--- src/rtl/mem_pkg.sv ---
// -----------------------------------------------------------------------------
// mem_pkg
// Shared definitions for the memory subsystem (mem_arbiter, mem_ctrl).
//   ADDR_W      : RAM address width
//   DATA_W      : RAM data width
//   LOCK_MAX    : idle cycles a lock may be held before it is broken
//   arb_state_e : arbiter state encoding (IDLE=00, LOCK0=01, LOCK1=10)
// -----------------------------------------------------------------------------
package mem_pkg;

  localparam int ADDR_W   = 7;
  localparam int DATA_W   = 32;
  localparam int LOCK_MAX = 64;

  typedef enum logic [1:0] {
    ST_IDLE  = 2'b00,
    ST_LOCK0 = 2'b01,
    ST_LOCK1 = 2'b10
  } arb_state_e;

endpackage : mem_pkg

--- src/rtl/mem_arbiter.sv ---
// -----------------------------------------------------------------------------
// mem_arbiter
// Two-requester arbiter in front of a single-port synchronous RAM.
// Requester 0 is the input loader, requester 1 the FPU operand fetch.
// Grants are zero-cycle (ready is combinational), round-robin when both
// request in IDLE, and a requester may hold the RAM across beats with rqN_lock.
// A lock left idle for LOCK_MAX cycles is broken and arb_lock_err is set.
//
// Ports
//   mc_clk, mc_reset          : clock, asynchronous active-high reset
//   rqN_valid/we/addr/wdata   : beat request from requester N
//   rqN_lock                  : keep the grant after this beat
//   rqN_ready                 : beat accepted this cycle
//   rqN_rvalid, rqN_rdata     : read return, one cycle after acceptance
//   mem_en/we/addr/wdata      : RAM command (combinational copy of granted beat)
//   mem_rdata                 : RAM read data, one cycle after a read strobe
//   arb_owner                 : index of the last accepted requester
//   arb_lock_err              : sticky lock-timeout flag
// -----------------------------------------------------------------------------
module mem_arbiter #(
  parameter int ADDR_W   = mem_pkg::ADDR_W,
  parameter int DATA_W   = mem_pkg::DATA_W,
  parameter int LOCK_MAX = mem_pkg::LOCK_MAX
) (
  input  logic              mc_clk,
  input  logic              mc_reset,

  input  logic              rq0_valid,
  input  logic              rq0_we,
  input  logic [ADDR_W-1:0] rq0_addr,
  input  logic [DATA_W-1:0] rq0_wdata,
  input  logic              rq0_lock,
  output logic              rq0_ready,
  output logic              rq0_rvalid,
  output logic [DATA_W-1:0] rq0_rdata,

  input  logic              rq1_valid,
  input  logic              rq1_we,
  input  logic [ADDR_W-1:0] rq1_addr,
  input  logic [DATA_W-1:0] rq1_wdata,
  input  logic              rq1_lock,
  output logic              rq1_ready,
  output logic              rq1_rvalid,
  output logic [DATA_W-1:0] rq1_rdata,

  output logic              mem_en,
  output logic              mem_we,
  output logic [ADDR_W-1:0] mem_addr,
  output logic [DATA_W-1:0] mem_wdata,
  input  logic [DATA_W-1:0] mem_rdata,

  output logic              arb_owner,
  output logic              arb_lock_err
);

  import mem_pkg::*;

  // The idle counter is 8 bits wide; the timeout fires on the LOCK_MAX-th idle cycle.
  localparam logic [7:0] IDLE_LAST = 8'(LOCK_MAX - 1);

  arb_state_e r_state, w_nxt_state;
  logic       r_ptr, w_nxt_ptr;
  logic [7:0] r_idle_cnt, w_nxt_idle_cnt;
  logic       r_lock_err, w_nxt_lock_err;
  logic       r_owner;
  logic       r_rd_pend;
  logic       r_rd_tag;

  logic       w_rdy0, w_rdy1;
  logic       w_acc;      // a beat is accepted this cycle
  logic       w_gnt;      // index of the accepted requester (valid with w_acc)
  logic       w_gnt_we;
  logic       w_gnt_lock;

  // ---------------------------------------------------------------------------
  // Grant: ready already implies valid, so ready doubles as acceptance.
  // Readies are held low during reset so the RAM sees no strobe.
  // ---------------------------------------------------------------------------
  always_comb begin
    // NOTE: every signal assigned in a combinational block gets a default
    // first, so no path leaves it unassigned and no latch is inferred.
    w_rdy0 = 1'b0;
    w_rdy1 = 1'b0;
    if (!mc_reset) begin
      unique case (r_state)
        ST_IDLE: begin
          if (rq0_valid && rq1_valid) begin
            w_rdy0 = ~r_ptr;
            w_rdy1 = r_ptr;
          end else begin
            w_rdy0 = rq0_valid;
            w_rdy1 = rq1_valid;
          end
        end
        ST_LOCK0: w_rdy0 = rq0_valid;
        ST_LOCK1: w_rdy1 = rq1_valid;
        default:  ;
      endcase
    end
  end

  assign w_acc      = w_rdy0 | w_rdy1;
  assign w_gnt      = w_rdy1;
  assign w_gnt_we   = w_gnt ? rq1_we   : rq0_we;
  assign w_gnt_lock = w_gnt ? rq1_lock : rq0_lock;

  assign rq0_ready  = w_rdy0;
  assign rq1_ready  = w_rdy1;

  assign mem_en     = w_acc;
  assign mem_we     = w_acc & w_gnt_we;
  assign mem_addr   = w_acc ? (w_gnt ? rq1_addr  : rq0_addr)  : '0;
  assign mem_wdata  = w_acc ? (w_gnt ? rq1_wdata : rq0_wdata) : '0;

  // ---------------------------------------------------------------------------
  // Next state: lock entry/exit, round-robin pointer, lock idle timeout.
  // ---------------------------------------------------------------------------
  always_comb begin
    w_nxt_state    = r_state;
    w_nxt_ptr      = r_ptr;
    w_nxt_idle_cnt = r_idle_cnt;
    w_nxt_lock_err = r_lock_err;

    unique case (r_state)
      ST_IDLE: begin
        if (w_acc) begin
          w_nxt_ptr      = ~w_gnt;
          w_nxt_idle_cnt = '0;
          if (w_gnt_lock) w_nxt_state = w_gnt ? ST_LOCK1 : ST_LOCK0;
        end
      end
      ST_LOCK0, ST_LOCK1: begin
        if (w_acc) begin
          w_nxt_idle_cnt = '0;
          if (!w_gnt_lock) begin
            w_nxt_state = ST_IDLE;
            w_nxt_ptr   = ~w_gnt;
          end
        end else if (r_idle_cnt == IDLE_LAST) begin
          // Lock holder went quiet too long: hand priority to the other side.
          w_nxt_state    = ST_IDLE;
          w_nxt_ptr      = (r_state == ST_LOCK0);
          w_nxt_idle_cnt = '0;
          w_nxt_lock_err = 1'b1;
        end else begin
          w_nxt_idle_cnt = r_idle_cnt + 8'd1;
        end
      end
      default: begin
        w_nxt_state    = ST_IDLE;
        w_nxt_idle_cnt = '0;
      end
    endcase
  end

  // ---------------------------------------------------------------------------
  // State registers. Reset also drops any read in flight, so no rvalid can
  // appear after reset release.
  // ---------------------------------------------------------------------------
  always_ff @(posedge mc_clk or posedge mc_reset) begin
    if (mc_reset) begin
      r_state    <= ST_IDLE;
      r_ptr      <= 1'b0;
      r_idle_cnt <= '0;
      r_lock_err <= 1'b0;
      r_owner    <= 1'b0;
      r_rd_pend  <= 1'b0;
      r_rd_tag   <= 1'b0;
    end else begin
      // NOTE: non-blocking assignments for all sequential state, so every
      // register samples pre-edge values regardless of statement order.
      r_state    <= w_nxt_state;
      r_ptr      <= w_nxt_ptr;
      r_idle_cnt <= w_nxt_idle_cnt;
      r_lock_err <= w_nxt_lock_err;
      r_rd_pend  <= w_acc & ~w_gnt_we;
      if (w_acc) begin
        r_owner  <= w_gnt;
        r_rd_tag <= w_gnt;
      end
    end
  end

  // Read return: the RAM answers one cycle after the strobe, routed by tag.
  assign rq0_rvalid   = r_rd_pend & ~r_rd_tag;
  assign rq1_rvalid   = r_rd_pend &  r_rd_tag;
  assign rq0_rdata    = rq0_rvalid ? mem_rdata : '0;
  assign rq1_rdata    = rq1_rvalid ? mem_rdata : '0;

  assign arb_owner    = r_owner;
  assign arb_lock_err = r_lock_err;

endmodule : mem_arbiter

--- config.mk ---
export PLATFORM = sky130hd
export DESIGN_NAME = mem_arbiter
export DESIGN_NICKNAME = d
export VERILOG_FILES = /design/src/rtl/mem_pkg.sv /design/src/rtl/mem_arbiter.sv
export SDC_FILE = /design/constraint.sdc
export NUM_CORES = 1
export LEC_CHECK = 0
export ABC_CLOCK_PERIOD_IN_PS = 6200
export CAP_MARGIN = 30
export CORE_ASPECT_RATIO = 0.8
export CORE_MARGIN = 10
export CORE_UTILIZATION = 28
export DETAILED_ROUTE_END_ITERATION = 6
export PLACE_DENSITY = 0.88
export SLEW_MARGIN = 5
export SYNTH_ARGS = -nofsm -noshare
export SYNTH_HDL_FRONTEND = slang
export SYNTH_SLANG_ARGS = --single-unit
export TNS_END_PERCENT = 5
--- constraint.sdc ---
create_clock -name mc_clk -period 6.2 [get_ports mc_clk]
set_input_delay 1.24 -clock mc_clk [delete_from_list [all_inputs] [get_ports mc_clk]]
set_output_delay 1.24 -clock mc_clk [all_outputs]
set_load 0.005 [all_outputs]
=== Word level (Yosys, flattened, before mapping) ===
Cells that the tools add are included.

* Add/subtract/negate cells: 1
* Bitwise operators: 10
* Reductions and logical operators: 7
* Equality and inequality tests: 7
* Mux-type cells: 30

{| class="wikitable"
|+ Operators by type and width
! cell !! count
|-
| $mux 32 || 4
|-
| $mux 8 || 3
|-
| $pmux 8 s2 || 1
|-
| $mux 7 || 2
|-
| $mux 2 || 6
|-
| $mux 1 || 10
|-
| $add 8x1->8 const B || 1
|-
| $eq 8x6->1 const B || 1
|-
| $reduce_and 4->1 || 2
|-
| $ne 3x3->1 const B || 2
|-
| $pmux 1 s2 || 3
|-
| $not 1->1 || 5
|-
| $and 1x1->1 || 4
|-
| $ne 2x2->1 const B || 2
|-
| $pmux 2 s2 || 1
|-
| $reduce_and 3->1 || 1
|-
| $eq 2x1->1 const B || 1
|-
| $eq 2x2->1 const B || 1
|-
| $logic_not 2->1 || 1
|-
| $reduce_bool 2->1 || 1
|-
| $reduce_or 2->1 || 1
|-
| $logic_and 1x1->1 || 1
|-
| $or 1x1->1 || 1
|}

* Flip-flop bits (word level): 14
* Output and inout bits: 111
* Bits of input ports: 118
* Logic and storage cells: 61

=== Longest topological paths before layout ===
* Word-level depth: 8
* Depth in mapped cells: 10
* Gate-level depth less buffers: 8

=== Least setup slack after synthesis ===
No wires, ideal clock.

* Kind: input port to output port
* Start: input port mc_reset
* End: output port mem_addr[0]
* Data required time: 4.960 ns
* Setup slack: 2.339 ns
* Cell stages on the path: 6
* Path buffers: 1
* Arrival time: 2.621 ns
* Cell sequence: inv_1 > nand2_1 > or2_2 > nor2_2 > buf_2 > a22o_1

* Longest elaborated chain between the ends: 3
* Elaborated cells on any way between the ends: 5
* Those cells by class: mux (4); bitwise (1)

{| class="wikitable"
|+ RTL lines
! item !! RTL line !! RTL
|-
| start: declaration || mem_arbiter.sv:26 || <nowiki>input logic mc_reset,</nowiki>
|-
| $mux 1 || mem_arbiter.sv:84 || <nowiki>if (!mc_reset) begin</nowiki>
|-
| $mux 7 or $or 1x1->1 (tied branches) || mem_arbiter.sv:112, mem_arbiter.sv:102 ||
|-
| $mux 7 (*) || mem_arbiter.sv:112 || <nowiki>assign mem_addr = w_acc ? (w_gnt ? rq1_addr : rq0_addr) : '0;</nowiki>
|-
| end: declaration || mem_arbiter.sv:48 || <nowiki>output logic [ADDR_W-1:0] mem_addr,</nowiki>
|}

Mark *: on every way between the ends. The rest lies on a longest branch, timed or not.

=== Final worst setup path ===
* Start: input port mc_reset
* End: output port mem_addr[1]

Same word-level chain as after synthesis.

==> metrics.txt <==
gr ovfl total 0; Crit. Startpoint mc_reset; drt first pass iters 4; minimum clock period 4.940 ns; Overall Global Routing Usage 20.93%; WHS 0.4665 ns; CP peak stage delay 0.52 ns; initial antenna violation count 0; Starting Density 29.35%; WP data arrival 3.70 ns; Root Buffer clkbuf_8; Final WS setup roughly 1.3 ns; top_reg_cell synth dfrtp_1; Hold Crit Class reg -> reg; fin crit share 79.68%; Final #Nets 560; post-cts sizing count 0; Sw Ratio 40.06%; synth cell count leaders a22o_1, and2_1, and3_1, dfrtp_1; CP Max Fanout 41; Clock Pin Slew Worst Setup and Hold Paths 0.06 ns; outcome complete, no violations; leak pwr 0.001758 µW; Post CTS Setup Buffer Count 0; Setup WS pre-CTS 1.240 ns; PwrDens 223.9 nW/µm²; clock latency on the worst-skew pair 0.25 ns; Synth top area share between 15 and 20%; final setup vio count 0; WL final 11280 µm; syn_nets approximately 340; EDFF count, synth 0; CP Launch Type input port; final hold violations 0; Max Cap Violations 0; RSZ-0062 raised after global routing false; register area share after synthesis approximately a fifth; clock tree buffer depth 2; Multi-input gate area 1290 µm²; Pins Over Slew Limit 0; post-DR vias/cell 4.967; Worst EP required ~5 ns; FF/Latch Area 350.3 µm²; port bufs between 200 and 250; Crit. path cell count 9; Die H ~91 µm; Antenna Cells 0; H-tree Lvls 1; area grow syn2layout 134.2%; first-pass GRT wire length 16230 µm; Sw Pwr ~370 µW; fillcell total 491; CTS tree yes; CTS Hold Bufs 0; Vias between 2k and 3k; share of layout cells above drive strength 1 5.747%; die area 9890 µm²; count leader, synth a22o_1; Ys Warns 0; pin count of the biggest net entering global routing 42; share of power burned in registers between 10% and 20%; Buf/Inv on CP 5; core area 6006 µm²; RR Startpoint r_state[0]; r2r setup slk 3.95 ns; Initial DRC Count 99; Synth Register Bits 14; Avg WL per Cell 21.85 µm; Synth area leaders a22o_1, dfrtp_1, and2_1; Critical Path Slowest Stage Cell clkdlybuf4s50_1; setup TNS 0 ns; Num CTS Buffers 3; post-synth cell types 40; Slew headroom 42.66%; vias in the first global route ~2.6k; post-synthesis cell area 1763 µm²; worst ir drop on vdd 0.0001417 V; Site Rows 25; mean area per synthesized cell 8.050 µm²; Synth async-reset ratio 100.0%; die width 108.7 µm; CTS Sinks 14; Power Internal 554.1 µW; R2R depth 8; CP Capture Type output pin; Cell Chain, Critical Path clkdlybuf4s50_1, inv_1, buf_4, nand2_1, or2_2, nor2_2, buf_4, a22o_1, clkdlybuf4s50_1; Post-DRT Antenna Nets 0; detailed-placement wirelength estimate 9663 µm; Final Wtd Congestion 0.9168; total power 924.3 µW; Reg-to-Reg End r_idle_cnt[3]; area leader, netlist a22o_1; Ports between 200 and 250; clock share of power 8.3%; max frequency 202.4 MHz; Final Util 68.75%; Cells after Synth between 200 and 250; crit path to mem_addr[1]; crit path kind in -> out; worst clock skew 0.006925 ns; Combinational Power Share about three quarters; Worst Tran Pin Value about 0.86 ns; DRC 0; cell family with most CP delay buffers and inverters
==> area by class of cell <==
| type | count | share of cell area (%) |
|---|---|---|
| Timing Repair Buffer | 232 | 56.00 |
| Multi-Input combinational cell | 177 | 31.24 |
| Sequential cell | 14 | 8.485 |
| Tap cell | 81 | 2.455 |
| Clock buffer | 3 | 1.000 |
| Inverter | 9 | 0.8182 |
==> cell usage in the layout (no fill, tap or decap), types with 2 or more instances in the layout <==
cell type / instances
a22o_1: 40
a31oi_1: 2
and2_1: 33
and2b_2: 2
and3_1: 33
buf_4: 4
clkbuf_8: 3
clkdlybuf4s50_1: 228
dfrtp_1: 14
ha_1: 5
inv_1: 8
mux2i_1: 2
nand2_1: 10
nand2b_1: 3
nand3_1: 3
nor2_1: 5
nor3_1: 4
o21ai_0: 10
o31ai_1: 4
or2_2: 2
==> how the worst min path moves through the flow <==
| stage | startpoint | endpoint | slack, ns | cells past startpoint |
|---|---|---|---|---|
| 6_report | arb_lock_err | arb_lock_err | 0.47 | 1 |
| 5_1_grt | arb_lock_err | arb_lock_err | 0.50 | 1 |
| 4_1_cts | arb_lock_err | arb_lock_err | 0.48 | 1 |
| 3_5_place_dp | arb_lock_err | arb_lock_err | 0.46 | 1 |
| 3_3_place_gp | arb_lock_err | arb_lock_err | 0.46 | 1 |
| 2_1_floorplan | arb_lock_err | arb_lock_err | 0.45 | 1 |
==> sequential cells by signal (all words and copies together) (netlist names) <==
name          count
r_rd_pend         1
r_idle_cnt        8
r_ptr             1
r_state           2
r_rd_tag          1
arb_lock_err      1
==> kinds of logic (layout without fill, tap and decap cells) <==
kind of cell / Yosys count / after routing / share of synthesized area [%]
flops: 14 / 14 / 19.87
mux: 2 / 2 / 1.136
compound gates: 64 / 64 / 30.94
xor+xnor: 1 / 1 / 0.4969
fa+ha+maj: 5 / 5 / 3.549
buf+inv: 28 / 244 / 6.955
simple gates: 105 / 105 / 37.05
==> routing by layer <==
layer / global-route usage (%) / part of all wire, % / vias up
met5: 0 / 0 / -
met4: 2.193 / 0.64 / 0
met3: 6.780 / 9.9 / 7
met2: 37.75 / 51 / 142
met1: 24.08 / 38 / 1172
li1: - / - / 1242
==> power groups by stage <==
stage	registers, µW	logic, µW	clock network, µW
2_1_floorplan	122	356	0
3_3_place_gp	150	686	0
3_5_place_dp	152	696	0
4_1_cts	151	702	77.8
5_1_grt	158	751	80.4
6_report	152	696	76.4
==> stage by stage <==
stage,cells,area [µm²]
5_1_grt,516,4129
6_report,516,4129
4_1_cts,516,4129
2_1_floorplan,219,1763
3_3_place_gp,513,4088
3_5_place_dp,513,4088
(Power assumes the default switching activity.)
